<file path="src/rtl/motor_soft_start.sv">
// Motor soft-start: maps a 2-bit speed level to a target duty, slews the applied
// duty toward it at a fixed rate, and drives a period-aligned PWM with an
// immediate emergency-stop override.
module motor_soft_start #(
    parameter int unsigned CLK_DIV    = 4,
    parameter int unsigned RAMP_TICKS = 50000,
    parameter int unsigned STEP       = 5,
    parameter int unsigned DUTY_L1    = 85,
    parameter int unsigned DUTY_L2    = 170,
    parameter int unsigned DUTY_L3    = 255
) (
    input  logic       clk,
    input  logic       reset,
    input  logic [1:0] target_level,
    input  logic       target_valid,
    input  logic       estop,
    output logic       pwm_out,
    output logic [7:0] duty_now,
    output logic       at_target,
    output logic       ramping,
    output logic [2:0] state
);

    localparam int unsigned DW = 8;
    localparam int unsigned PW = (CLK_DIV > 1) ? $clog2(CLK_DIV) : 1;
    localparam int unsigned RW = (RAMP_TICKS > 1) ? $clog2(RAMP_TICKS) : 1;

    localparam logic [PW-1:0] PRESC_LAST = PW'(CLK_DIV - 1);
    localparam logic [RW-1:0] RAMP_LAST  = RW'(RAMP_TICKS - 1);
    localparam logic [8:0]    STEP9      = 9'(STEP);
    localparam logic [DW-1:0] PWM_LAST   = DW'(255);

    typedef enum logic [2:0] {
        ST_IDLE      = 3'd0,
        ST_RAMP_UP   = 3'd1,
        ST_RAMP_DOWN = 3'd2,
        ST_HOLD      = 3'd3,
        ST_STOPPED   = 3'd4
    } state_e;

    state_e          state_q;
    logic [DW-1:0]   target_q;
    logic [DW-1:0]   duty_q;
    logic [DW-1:0]   duty_active_q;
    logic [PW-1:0]   presc_q;
    logic [DW-1:0]   pwm_cnt_q;
    logic [RW-1:0]   ramp_cnt_q;
    logic            pwm_out_q;

    logic [DW-1:0]   lvl_duty;
    logic [DW-1:0]   eff_tgt;
    logic [DW-1:0]   duty_step;
    logic [8:0]      tgt9;
    logic [8:0]      duty9;
    logic [8:0]      gap9;
    logic [8:0]      inc9;
    logic [8:0]      step9;

    logic            tick;
    logic [PW-1:0]   presc_d;
    logic [DW-1:0]   pwm_cnt_d;
    logic [DW-1:0]   duty_active_d;

    // Level map and the target in force this cycle (a strobe takes effect immediately for decisions)
    always_comb begin
        lvl_duty = '0;
        case (target_level)
            2'd1:    lvl_duty = DW'(DUTY_L1);
            2'd2:    lvl_duty = DW'(DUTY_L2);
            2'd3:    lvl_duty = DW'(DUTY_L3);
            default: lvl_duty = '0;
        endcase
        eff_tgt = target_valid ? lvl_duty : target_q;
    end

    // One ramp step toward the target, clamped to the remaining gap so it never overshoots
    always_comb begin
        tgt9      = {1'b0, eff_tgt};
        duty9     = {1'b0, duty_q};
        gap9      = (tgt9 > duty9) ? (tgt9 - duty9) : (duty9 - tgt9);
        inc9      = (gap9 < STEP9) ? gap9 : STEP9;
        step9     = (tgt9 > duty9) ? (duty9 + inc9) : (duty9 - inc9);
        duty_step = step9[DW-1:0];
    end

    // Prescaler tick and period-boundary reload of the applied duty
    always_comb begin
        tick          = (presc_q == PRESC_LAST);
        presc_d       = tick ? '0 : (presc_q + PW'(1));
        pwm_cnt_d     = tick ? (pwm_cnt_q + DW'(1)) : pwm_cnt_q;
        duty_active_d = (tick && (pwm_cnt_q == PWM_LAST)) ? duty_q : duty_active_q;
    end

    // Control FSM: target register, ramp counter and ramped duty
    always_ff @(posedge clk) begin
        if (reset) begin
            state_q    <= ST_IDLE;
            target_q   <= '0;
            duty_q     <= '0;
            ramp_cnt_q <= '0;
        end else if (estop) begin
            state_q    <= ST_STOPPED;
            target_q   <= '0;
            duty_q     <= '0;
            ramp_cnt_q <= '0;
        end else begin
            target_q <= eff_tgt;
            case (state_q)
                ST_STOPPED: begin
                    state_q <= ST_IDLE;
                end
                ST_IDLE, ST_HOLD: begin
                    if (eff_tgt > duty_q) begin
                        state_q    <= ST_RAMP_UP;
                        ramp_cnt_q <= '0;
                    end else if (eff_tgt < duty_q) begin
                        state_q    <= ST_RAMP_DOWN;
                        ramp_cnt_q <= '0;
                    end
                end
                ST_RAMP_UP, ST_RAMP_DOWN: begin
                    if (duty_q == eff_tgt) begin
                        state_q <= (eff_tgt == '0) ? ST_IDLE : ST_HOLD;
                    end else if ((eff_tgt > duty_q) && (state_q == ST_RAMP_DOWN)) begin
                        state_q    <= ST_RAMP_UP;
                        ramp_cnt_q <= '0;
                    end else if ((eff_tgt < duty_q) && (state_q == ST_RAMP_UP)) begin
                        state_q    <= ST_RAMP_DOWN;
                        ramp_cnt_q <= '0;
                    end else if (ramp_cnt_q == RAMP_LAST) begin
                        ramp_cnt_q <= '0;
                        duty_q     <= duty_step;
                    end else begin
                        ramp_cnt_q <= ramp_cnt_q + RW'(1);
                    end
                end
                default: begin
                    state_q <= ST_IDLE;
                end
            endcase
        end
    end

    // PWM counter, applied duty and registered comparator output
    always_ff @(posedge clk) begin
        if (reset || estop) begin
            presc_q       <= '0;
            pwm_cnt_q     <= '0;
            duty_active_q <= '0;
            pwm_out_q     <= 1'b0;
        end else begin
            presc_q       <= presc_d;
            pwm_cnt_q     <= pwm_cnt_d;
            duty_active_q <= duty_active_d;
            pwm_out_q     <= (pwm_cnt_d < duty_active_d);
        end
    end

    assign pwm_out   = pwm_out_q;
    assign duty_now  = duty_q;
    assign at_target = (duty_q == target_q);
    assign ramping   = (state_q == ST_RAMP_UP) || (state_q == ST_RAMP_DOWN);
    assign state     = state_q;

endmodule

</file>
<file path="config.mk">
export PLATFORM = sky130hd
export DESIGN_NAME = motor_soft_start
export DESIGN_NICKNAME = d
export VERILOG_FILES = /design/src/rtl/motor_soft_start.sv
export SDC_FILE = /design/constraint.sdc
export NUM_CORES = 1
export LEC_CHECK = 0
export ABC_AREA = 1
export BUFFER_PORTS_ARGS = -buffer_cell sky130_fd_sc_hd__buf_4
export CAP_MARGIN = 20
export CORE_MARGIN = 3
export CORE_UTILIZATION = 50
export CTS_CLUSTER_SIZE = 20
export DETAILED_ROUTE_END_ITERATION = 8
export PLACE_DENSITY = 0.67
export SETUP_SLACK_MARGIN = 0.5
export SLEW_MARGIN = 10
export SYNTH_ARGS = -nofsm -noshare
export SYNTH_HDL_FRONTEND = slang
export SYNTH_SLANG_ARGS = --single-unit
</file>
<file path="constraint.sdc">
create_clock -name clk -period 4.9 [get_ports clk]
set_input_delay 0.49 -clock clk [delete_from_list [all_inputs] [get_ports clk]]
set_output_delay 0.49 -clock clk [all_outputs]
set_load 0.01 [all_outputs]
</file>
==> results.sh, run 1 <==
export IMPL_status="complete, no violations"
export IMPL_drt_total_wl_microns=10100
export IMPL_cap_violations=0
export IMPL_cts_root_buf="clkbuf_8"
export IMPL_synth_warnings=0
export IMPL_reg2reg_setup_slack_ns=0.61
export IMPL_seq_power_share=0.414
export IMPL_core_area_sq_mm=0.00741
export IMPL_fin_worst_skew_ns=0.00643
export IMPL_dp_hpwl_microns=6980
export IMPL_p_leak_nw=2.25
export IMPL_clk_latency_ns=0.31
export IMPL_cts_buffers=5
export IMPL_filler_cell_count=584
export IMPL_worst_setup_path_type="input port to flop"
export IMPL_die_w_microns=94.1
export IMPL_switching_share=0.320
export IMPL_synthFlopType="dfxtp_1"
export IMPL_slowest_delay_ns=0.34
export IMPL_ys_types=41
export IMPL_die_h_microns=94.1
export IMPL_area_growth_pct=28.4
export IMPL_power_w=0.00109
export IMPL_regArea_sq_mm=0.00109
export IMPL_synth_fp_nets=602
export IMPL_clock_sinks=54
export IMPL_max_freq_ghz=0.231
export IMPL_cp_arrival_ns=4.59
export IMPL_overflow=0
export IMPL_postLayoutCoreUtil=0.673
export IMPL_antenna_left=0
export IMPL_num_vias=3759
export IMPL_power_density_mw_per_mm2=218
export IMPL_start_kind="input port"
export IMPL_place_gp_congestion=0.881
export IMPL_dr_max_layer_used="met4"
export IMPL_grt_pass1_wl_microns=15500
export IMPL_intPower_w=0.000738
export IMPL_p_clk_frac=0.293
export IMPL_worstSetupEndpointType="flop"
export IMPL_dp_slack_ns=-0.0164
export IMPL_dieArea_sq_mm=0.00886
export IMPL_maxSlewHeadroom=0.350
export IMPL_hold_path_class="input port to flop"
export IMPL_max_vdd_ir_drop_mv=0.161
export IMPL_avgSynthCellArea_sq_um=6.95
export IMPL_crit_required_ns=5.15
export IMPL_crit_path_top_delay_cell="ha_1"
export IMPL_hold_viol_final=0
export IMPL_reg2regPathDepth=31
export IMPL_dr_wl_met3_microns=359
export IMPL_grt_start_max_net_pins=30
export IMPL_period_needed_ns=4.33
export IMPL_synth_top_area_share=0.278
export IMPL_rows=31
export IMPL_htreeDepth=2
export IMPL_drive_gt1_frac=0.303
export IMPL_holdBufCountCts=0
export IMPL_p_sw_w=0.000347
export IMPL_place_inst=684
export IMPL_ctsLongestPathBuffers=2
export IMPL_dr_pass1_iters=4
export IMPL_layout_cells_non_filler=719
export IMPL_path_max_fanout=8
export IMPL_rsz0062_at_grt="true"
export IMPL_synth_top_area_cell="dfxtp_1"
export IMPL_drc_errors=0
export IMPL_met1_length_microns=4480
export IMPL_start_util=0.524
export IMPL_first_global_vias=3465
export IMPL_avgRoutedWirePerCell_microns=14.0
export IMPL_synth_top_cells_by_area="dfxtp_1 28%, nand2_1 12%, ha_1 11%"
export IMPL_p_comb_frac=0.293
export IMPL_worst_path_most_repeated_cell="nand2_1"
export IMPL_synthCells=559
export IMPL_multi_input_area_sq_mm=0.00278
export IMPL_ys_seq_area_frac=0.278
export IMPL_fin_ws_ns=0.567
export IMPL_synthArstFlopShare=0
export IMPL_timing_final_crit_share=0.884
export IMPL_worst_slew_pin_slew_ns=0.974
export IMPL_io_pins=20
export IMPL_slew_viol_final=0
export IMPL_antenna_found_initial=0
export IMPL_clkSlewWorstSetupHoldPaths_ns=0.11
export IMPL_nets=662
export IMPL_synth_edf_count=0
export IMPL_synth_cell_area_sq_mm=0.00388
export IMPL_setup_viol=0
export IMPL_drtIter0Drc=151
export IMPL_synth_seq_cells=54
export IMPL_vias_per_cell=5.23
export IMPL_hold_path_depth=2
export IMPL_tritoncts="done"
export IMPL_port_buffers=19
export IMPL_gr_usage_all_layers=0.217
export IMPL_antennaDiodeCount=0
export IMPL_fin_setup_tns_ns=0
export IMPL_wl_met2_microns=5050
[Yosys cell counts, types with 12 or more instances]
| library cell | count |
|---|---|
| nand4_1 | 12 |
| nor2_1 | 52 |
| xnor2_1 | 15 |
| ha_1 | 34 |
| xor2_1 | 12 |
| o21ai_0 | 30 |
| dfxtp_1 | 54 |
| inv_1 | 82 |
| nand2_1 | 123 |
| nand3_1 | 21 |
| nor3_1 | 12 |
| a21oi_1 | 33 |
[layer usage]
| layer | global-route usage | up-vias |
|---|---|---|
| met5 | 0 | - |
| li1 | - | 1917 |
| met2 | 0.385 | 61 |
| met3 | 0.0313 | 20 |
| met1 | 0.272 | 1761 |
| met4 | 0.0614 | 0 |
[final timing paths]
| path | from | end |
|---|---|---|
| max | target_valid | duty_now[7] |
| min reg2reg | presc_q[0] | presc_q[0] |
| min | reset | state[2] |
| max reg2reg | duty_now[7] | duty_now[7] |
[layout make-up]
type	count	area share
timing repair buffer	65	0.106
multi-input combinational	402	0.556
inverter	91	0.0715
sequential	54	0.218
clock inverter	3	0.00978
tap	99	0.0248
clock buffer	5	0.0138
[registers in the layout, summed over array words and instances, names as in the netlist]
signal and flops:
target_q 8, presc_q 2, duty_now 8, pwm_out 1, duty_active_q 8, state 3, ramp_cnt_q 16, pwm_cnt_q 8
[power groups by stage]
stage,combinational [W],clock (W),sequential (W)
finish,0.000319,0.000318,0.000449
global route,0.000345,0.000338,0.000450
CTS,0.000238,0.000325,0.000449
detailed placement,0.000216,0,0.000459
global placement,0.000214,0,0.000459
floorplan,0.000163,0,0.000459
[cells by family after synthesis]
logic type / after synthesis / share of synthesized area
and+or+nand+nor: 260 / 0.322
buffers and inverters: 104 / 0.107
AOI/OAI and AO/OA: 77 / 0.107
DFF: 54 / 0.278
adders and majority gates: 37 / 0.125
xor gates and xnor gates: 27 / 0.0609
[through the flow]
stage / hold WS [ns] / instance area [sq um]
2_1_floorplan: 0.404 / 3880
6_report: 0.325 / 4990
5_1_grt: 0.321 / 4990
3_3_place_gp: 0.413 / 4230
4_1_cts: 0.321 / 4480
3_5_place_dp: 0.416 / 4230
[layout by cell type, fill, tap and decap left out, drive strengths merged]
cell type  netlist  routed
nand2          128     129
inv             91      92
buf              8      64
nor2            60      60
dfxtp           54      54
o21ai           35      35
ha              34      34
a21oi           33      33
nand3           25      25
xnor2           15      15
nand4           14      14
nor3            13      13
xor2            12      12
nor3b           10      10
clkbuf           5       6
nor4             5       5
fa               3       3
a31oi            3       3
or2              2       2
o211ai           2       2
and3             2       2
nand3b           1       1
o21bai           1       1
o31ai            1       1
a221oi           1       1
a211oi           1       1
bufinv           0       1
clkinvlp         0       1
[worst max-delay path: cells and delay by family]
family / cells / cell delay (ns)
and+or+nand+nor: 20 / 1.78
adders and majority gates: 3 / 0.83
AOI/OAI and AO/OA: 6 / 0.69
buffers and inverters: 8 / 0.62
xor gates and xnor gates: 1 / 0.14
[repair_timing]
item,CTS,global route
setup endpoints to repair,1,3
setup buffers,6,19
gates cloned,1,1
endpoints found under the hold margin,0,0
gates resized for setup,16,103
pin swaps,6,49
Note: power is estimated with default switching activity, not from simulation.
==> inputs of run 2 (changes only) <==
Settings changed: BUFFER_PORTS_ARGS -buffer_cell sky130_fd_sc_hd__buf_4 to not set, DONT_BUFFER_PORTS set to 1, PLACE_DENSITY 0.67 to not set.
Clock period 4.9 ns to 5.5 ns, I/O delays scaled along.
==> run 2 against run 1 <==
- hold slack worse by 0.021 ns
- via count down 9.2%
- clock skew down 0.0023 ns
- die area unchanged
- power down 22%
- global-route usage down 0.39 points
- non-clock buffer count down 58
- clock power down 15%
- final area down 17%
==> results.sh, run 2 (same netlist as run 1, synthesis figures left out) <==
export IMPL_tritoncts="done"
export IMPL_clkSlewWorstSetupHoldPaths_ns=0.10
export IMPL_filler_cell_count=721
export IMPL_dp_hpwl_microns=7010
export IMPL_maxSlewHeadroom=0.335
export IMPL_antenna_left=0
export IMPL_drc_errors=0
export IMPL_layout_cells_non_filler=660
export IMPL_slew_viol_final=0
export IMPL_final_cell_mix="123 x nand2_1, 82 x inv_1, 52 x nor2_1"
export IMPL_hold_path_class="input port to flop"
export IMPL_crit_start="target_valid"
export IMPL_seq_power_share=0.471
export IMPL_power_density_mw_per_mm2=205
export IMPL_regMostFlops="ramp_cnt_q"
export IMPL_reg2reg_setup_slack_ns=0.94
export IMPL_grt_start_max_net_pins=30
export IMPL_cts_buffers=5
export IMPL_cts_root_buf="clkbuf_8"
export IMPL_drtIter0Drc=119
export IMPL_final_common_cell="nand2_1"
export IMPL_worst_path_most_repeated_cell="nand2_1"
export IMPL_intPower_w=0.000595
export IMPL_crit_required_ns=5.74
export IMPL_cp_top_family="simple AND/OR/NAND/NOR gates"
export IMPL_cp_depth=33
export IMPL_start_kind="input port"
export IMPL_ctsLongestPathBuffers=2
export IMPL_status="complete, no violations"
export IMPL_cp_arrival_ns=4.83
export IMPL_multi_input_area_sq_mm=0.00243
export IMPL_fin_worst_skew_ns=0.00412
export IMPL_slowest_delay_ns=0.42
export IMPL_grt_pass1_wl_microns=15200
export IMPL_nets=603
export IMPL_max_vdd_ir_drop_mv=0.160
export IMPL_p_sw_w=0.000256
export IMPL_regArea_sq_mm=0.00109
export IMPL_cts_setup_buffers=0
export IMPL_p_clk_frac=0.317
export IMPL_dr_pass1_iters=4
export IMPL_area_growth_pct=6.76
export IMPL_vias_per_cell=5.17
export IMPL_holdCritStartpoint="reset"
export IMPL_die_h_microns=94.1
export IMPL_rsz0062_at_grt="false"
export IMPL_drt_total_wl_microns=8890
export IMPL_worstSetupEndpointType="flop"
export IMPL_switching_share=0.301
export IMPL_antenna_found_initial=0
export IMPL_period_needed_ns=4.59
export IMPL_core_area_sq_mm=0.00741
export IMPL_fin_setup_tns_ns=0
export IMPL_overflow=0
export IMPL_r2r_start="target_q[2]"
export IMPL_first_global_vias=3309
export IMPL_endpoint="duty_now[7]"
export IMPL_hold_viol_final=0
export IMPL_max_freq_ghz=0.218
export IMPL_rows=31
export IMPL_drive_gt1_frac=0.121
export IMPL_cap_violations=0
export IMPL_avgRoutedWirePerCell_microns=13.5
export IMPL_place_gp_congestion=0.896
export IMPL_io_pins=20
export IMPL_dieArea_sq_mm=0.00886
export IMPL_setup_viol=0
export IMPL_die_w_microns=94.1
export IMPL_clock_sinks=54
export IMPL_reg2regPathDepth=32
export IMPL_worst_slew_pin_slew_ns=0.996
export IMPL_place_inst=652
export IMPL_p_leak_nw=1.89
export IMPL_gr_usage_all_layers=0.213
export IMPL_crit_path_top_delay_cell="fa_1"
export IMPL_num_vias=3415
export IMPL_rr_endpoint="duty_now[7]"
export IMPL_p_comb_frac=0.212
export IMPL_worst_setup_path_type="input port to flop"
export IMPL_antennaDiodeCount=0
export IMPL_port_buffers=0
export IMPL_cp_num_buf_inv=6
export IMPL_timing_final_crit_share=0.834
export IMPL_htreeDepth=2
export IMPL_largest_register_ffs=16
export IMPL_path_max_fanout=9
export IMPL_clk_latency_ns=0.30
export IMPL_start_util=0.524
## run 2: worst min path at each step
| stage | cells past startpoint | endpoint | slack, ns |
|---|---|---|---|
| floorplan | 1 | presc_q[0] | 0.40 |
| global placement | 1 | presc_q[0] | 0.41 |
| detailed placement | 1 | presc_q[0] | 0.42 |
| CTS | 1 | state[2] | 0.30 |
| global route | 1 | state[2] | 0.30 |
| finish | 1 | state[2] | 0.30 |
## run 2: metal layers
metal | routed length, microns | global-route usage | up-vias | part of all wire
li1 | - | - | 1790 | -
met3 | 197 | 0.0248 | 18 | 0.022
met5 | 0 | 0 | - | 0
met2 | 4270 | 0.376 | 49 | 0.48
met1 | 4180 | 0.267 | 1558 | 0.47
met4 | 235 | 0.0710 | 0 | 0.026
## run 2: power groups by stage
stage               logic, W  clock network [W]  registers [W]
finish              0.000180           0.000269       0.000401
global placement    0.000172                  0       0.000410
global route        0.000205           0.000293       0.000402
CTS                 0.000175           0.000276       0.000401
detailed placement  0.000174                  0       0.000410
floorplan           0.000145                  0       0.000409
## run 2: layout make-up
class	instances	share of cell area
clock inverter	2	0.00905
sequential	54	0.262
tap	99	0.0299
inverter	91	0.0830
timing repair buffer	7	0.0127
clock buffer	6	0.0175
multi-input combinational	401	0.586
## run 2: timing repair
item | in CTS | in global routing
hold buffers | 0 | 0
gates resized for setup | 0 | 24
endpoints found under the setup margin | 0 | 2
hold endpoints to repair | 0 | 0
## run 2: through the flow
step	util	cell area (sq um)	hold slack (ns)	power, W	setup slack [ns]
2_1_floorplan	-	3880	0.404	0.000553	1.04
3_3_place_gp	0.538	3990	0.413	0.000582	0.419
3_5_place_dp	0.538	3990	0.422	0.000584	0.357
4_1_cts	0.553	4100	0.299	0.000852	0.561
5_1_grt	0.560	4150	0.296	0.000900	0.503
6_report	0.560	4150	0.304	0.000850	0.911
==> inputs of run 3 (changes only) <==
Clock period 5.5 ns to 4.7 ns, I/O delays scaled along.
==> run 3 against run 2 <==
- clock-buffer cell count unchanged
- routed wire length is 7.4% higher
- clock skew about the same
- utilization is 7.3 points higher
- global-route usage rose by 1.0 points
- die area stayed put
- non-clock buffer count up 36
- setup slack got worse by 0.44 ns
- clock power is 8.2% higher
- cell count up 5.6%
- flip-flop and latch count stayed put
- sequential share of layout area decreased by 3.0 points
==> results.sh, run 3 (same netlist as run 1, synthesis figures left out) <==
export IMPL_worst_path_most_repeated_cell="nand2_1"
export IMPL_place_area_sq_mm=0.00413
export IMPL_finalInstanceArea_sq_mm=0.00469
export IMPL_status="complete, no violations"
export IMPL_regMostFlops="ramp_cnt_q"
export IMPL_port_buffers=0
export IMPL_avgRoutedWirePerCell_microns=13.7
export IMPL_drtIter0Drc=149
export IMPL_grt_pass1_wl_microns=15800
export IMPL_dieArea_sq_mm=0.00886
export IMPL_final_cell_mix="113 x nand2_1, 75 x inv_1, 51 x nor2_1"
export IMPL_place_gp_congestion=0.878
export IMPL_io_pins=20
export IMPL_worstSetupEndpointType="flop"
export IMPL_largest_register_ffs=16
export IMPL_hold_path_depth=1
export IMPL_met2_usage=0.405
export IMPL_cp_top_family="simple AND/OR/NAND/NOR gates"
export IMPL_final_common_cell="nand2_1"
export IMPL_grt_busiest_layer="met2"
export IMPL_clk_latency_ns=0.31
export IMPL_dr_pass1_iters=5
export IMPL_cp_depth=33
export IMPL_cts_root_buf="clkbuf_8"
export IMPL_power_density_mw_per_mm2=226
export IMPL_worst_setup_path_type="flop to flop"
export IMPL_period_needed_ns=4.23
export IMPL_start_kind="flop"
export IMPL_clkSlewWorstSetupHoldPaths_ns=0.10
export IMPL_path_max_fanout=6
export IMPL_drc_errors=0
export IMPL_antennaDiodeCount=0
export IMPL_setup_viol=0
export IMPL_max_freq_ghz=0.236
export IMPL_cp_num_buf_inv=4
export IMPL_max_vdd_ir_drop_mv=0.192
export IMPL_timing_final_crit_share=0.901
export IMPL_clock_sinks=54
export IMPL_slew_viol_final=0
export IMPL_filler_cell_count=667
export IMPL_multi_input_area_sq_mm=0.00268
export IMPL_crit_path_top_delay_cell="dfxtp_2"
export IMPL_worst_slew_pin_slew_ns=0.954
export IMPL_antenna_found_initial=0
export IMPL_drive_gt1_frac=0.242
export IMPL_p_leak_nw=2.12
export IMPL_cts_buffers=5
export IMPL_hold_path_class="input port to flop"
export IMPL_slowest_delay_ns=0.34
export IMPL_rows=31
export IMPL_globalRouteMet1Util=0.269
export IMPL_area_growth_pct=20.7
export IMPL_cp_arrival_ns=4.49
export IMPL_maxSlewHeadroom=0.363
export IMPL_grtUsageMet3=0.0264
export IMPL_grt_start_max_net_pins=30
export IMPL_gr_usage_all_layers=0.223
export IMPL_regArea_sq_mm=0.00109
export IMPL_fin_ws_ns=0.466
export IMPL_ctsLongestPathBuffers=2
export IMPL_drt_total_wl_microns=9540
export IMPL_die_h_microns=94.1
export IMPL_antenna_left=0
export IMPL_vias_per_cell=5.15
export IMPL_reg2regPathDepth=33
export IMPL_tritoncts="done"
export IMPL_dp_hpwl_microns=7200
export IMPL_die_w_microns=94.1
export IMPL_first_global_vias=3436
export IMPL_rsz0062_at_grt="true"
export IMPL_power_w=0.00106
export IMPL_fin_setup_tns_ns=0
export IMPL_htreeDepth=2
export IMPL_start_util=0.524
export IMPL_crit_required_ns=4.95
export IMPL_core_area_sq_mm=0.00741
export IMPL_nets=640
export IMPL_dp_slack_ns=-0.0328
export IMPL_cap_violations=0
export IMPL_hold_viol_final=0
export IMPL_overflow=0
export IMPL_fin_worst_skew_ns=0.00446
export IMPL_num_vias=3593
run 3: cell count changes in the layout (fill, tap and decap cells not counted), moves of 4 or more:
cell     before  now
nand2_4       0    4
inv_1        82   75
nand2_2       4   11
o21ai_0      23   19
a21oi_2       0    5
inv_2         8   15
ha_2          6    1
buf_4         7   40
a21oi_1      33   27
nand2_1     123  113
ha_4          0    7
run 3: worst paths after layout:
path	startpoint	end	slack (ns)
worst max-delay path	target_q[6]	duty_now[7]	0.47
worst max register to register	target_q[6]	duty_now[7]	0.47
worst min-delay path	reset	state[2]	0.21
worst min register to register	presc_q[0]	presc_q[0]	0.43
run 3: power by group:
group          total [W]  switching [W]  internal (W)
sequential      0.000470     0.00000622      0.000464
combinational   0.000299       0.000173      0.000125
clock           0.000291       0.000165      0.000126
total            0.00106       0.000345      0.000715
run 3: per-layer routing:
metal	share of wire	vias to the layer above	routed length, microns
met2	0.50	39	4730
met3	0.019	17	186
met5	0	-	0
li1	-	1862	-
met4	0.021	0	202
met1	0.46	1675	4430
run 3: final cells by class:
| cell class | count | area share |
|---|---|---|
| Clock inverter | 2 | 0.00427 |
| Timing Repair Buffer | 43 | 0.0731 |
| Clock buffer | 6 | 0.0176 |
| Sequential cell | 54 | 0.232 |
| Tap cell | 99 | 0.0264 |
| Inverter | 91 | 0.0745 |
| Multi-Input combinational cell | 402 | 0.572 |
run 3: through the flow:
stage          hold WS (ns)  cells  utilization
6_report              0.214    697        0.633
5_1_grt               0.210    697        0.633
4_1_cts               0.206    679        0.593
3_5_place_dp          0.416    662        0.557
3_3_place_gp          0.413    662        0.557
2_1_floorplan         0.404    559            -
run 3: timing repair:
| item | CTS | global route |
|---|---|---|
| setup endpoints to repair | 3 | 2 |
| pin swaps | 10 | 31 |
| buffers inserted | 8 | 18 |
| resized for setup | 22 | 49 |
| hold buffers | 0 | 0 |
| cloned | 1 | 0 |
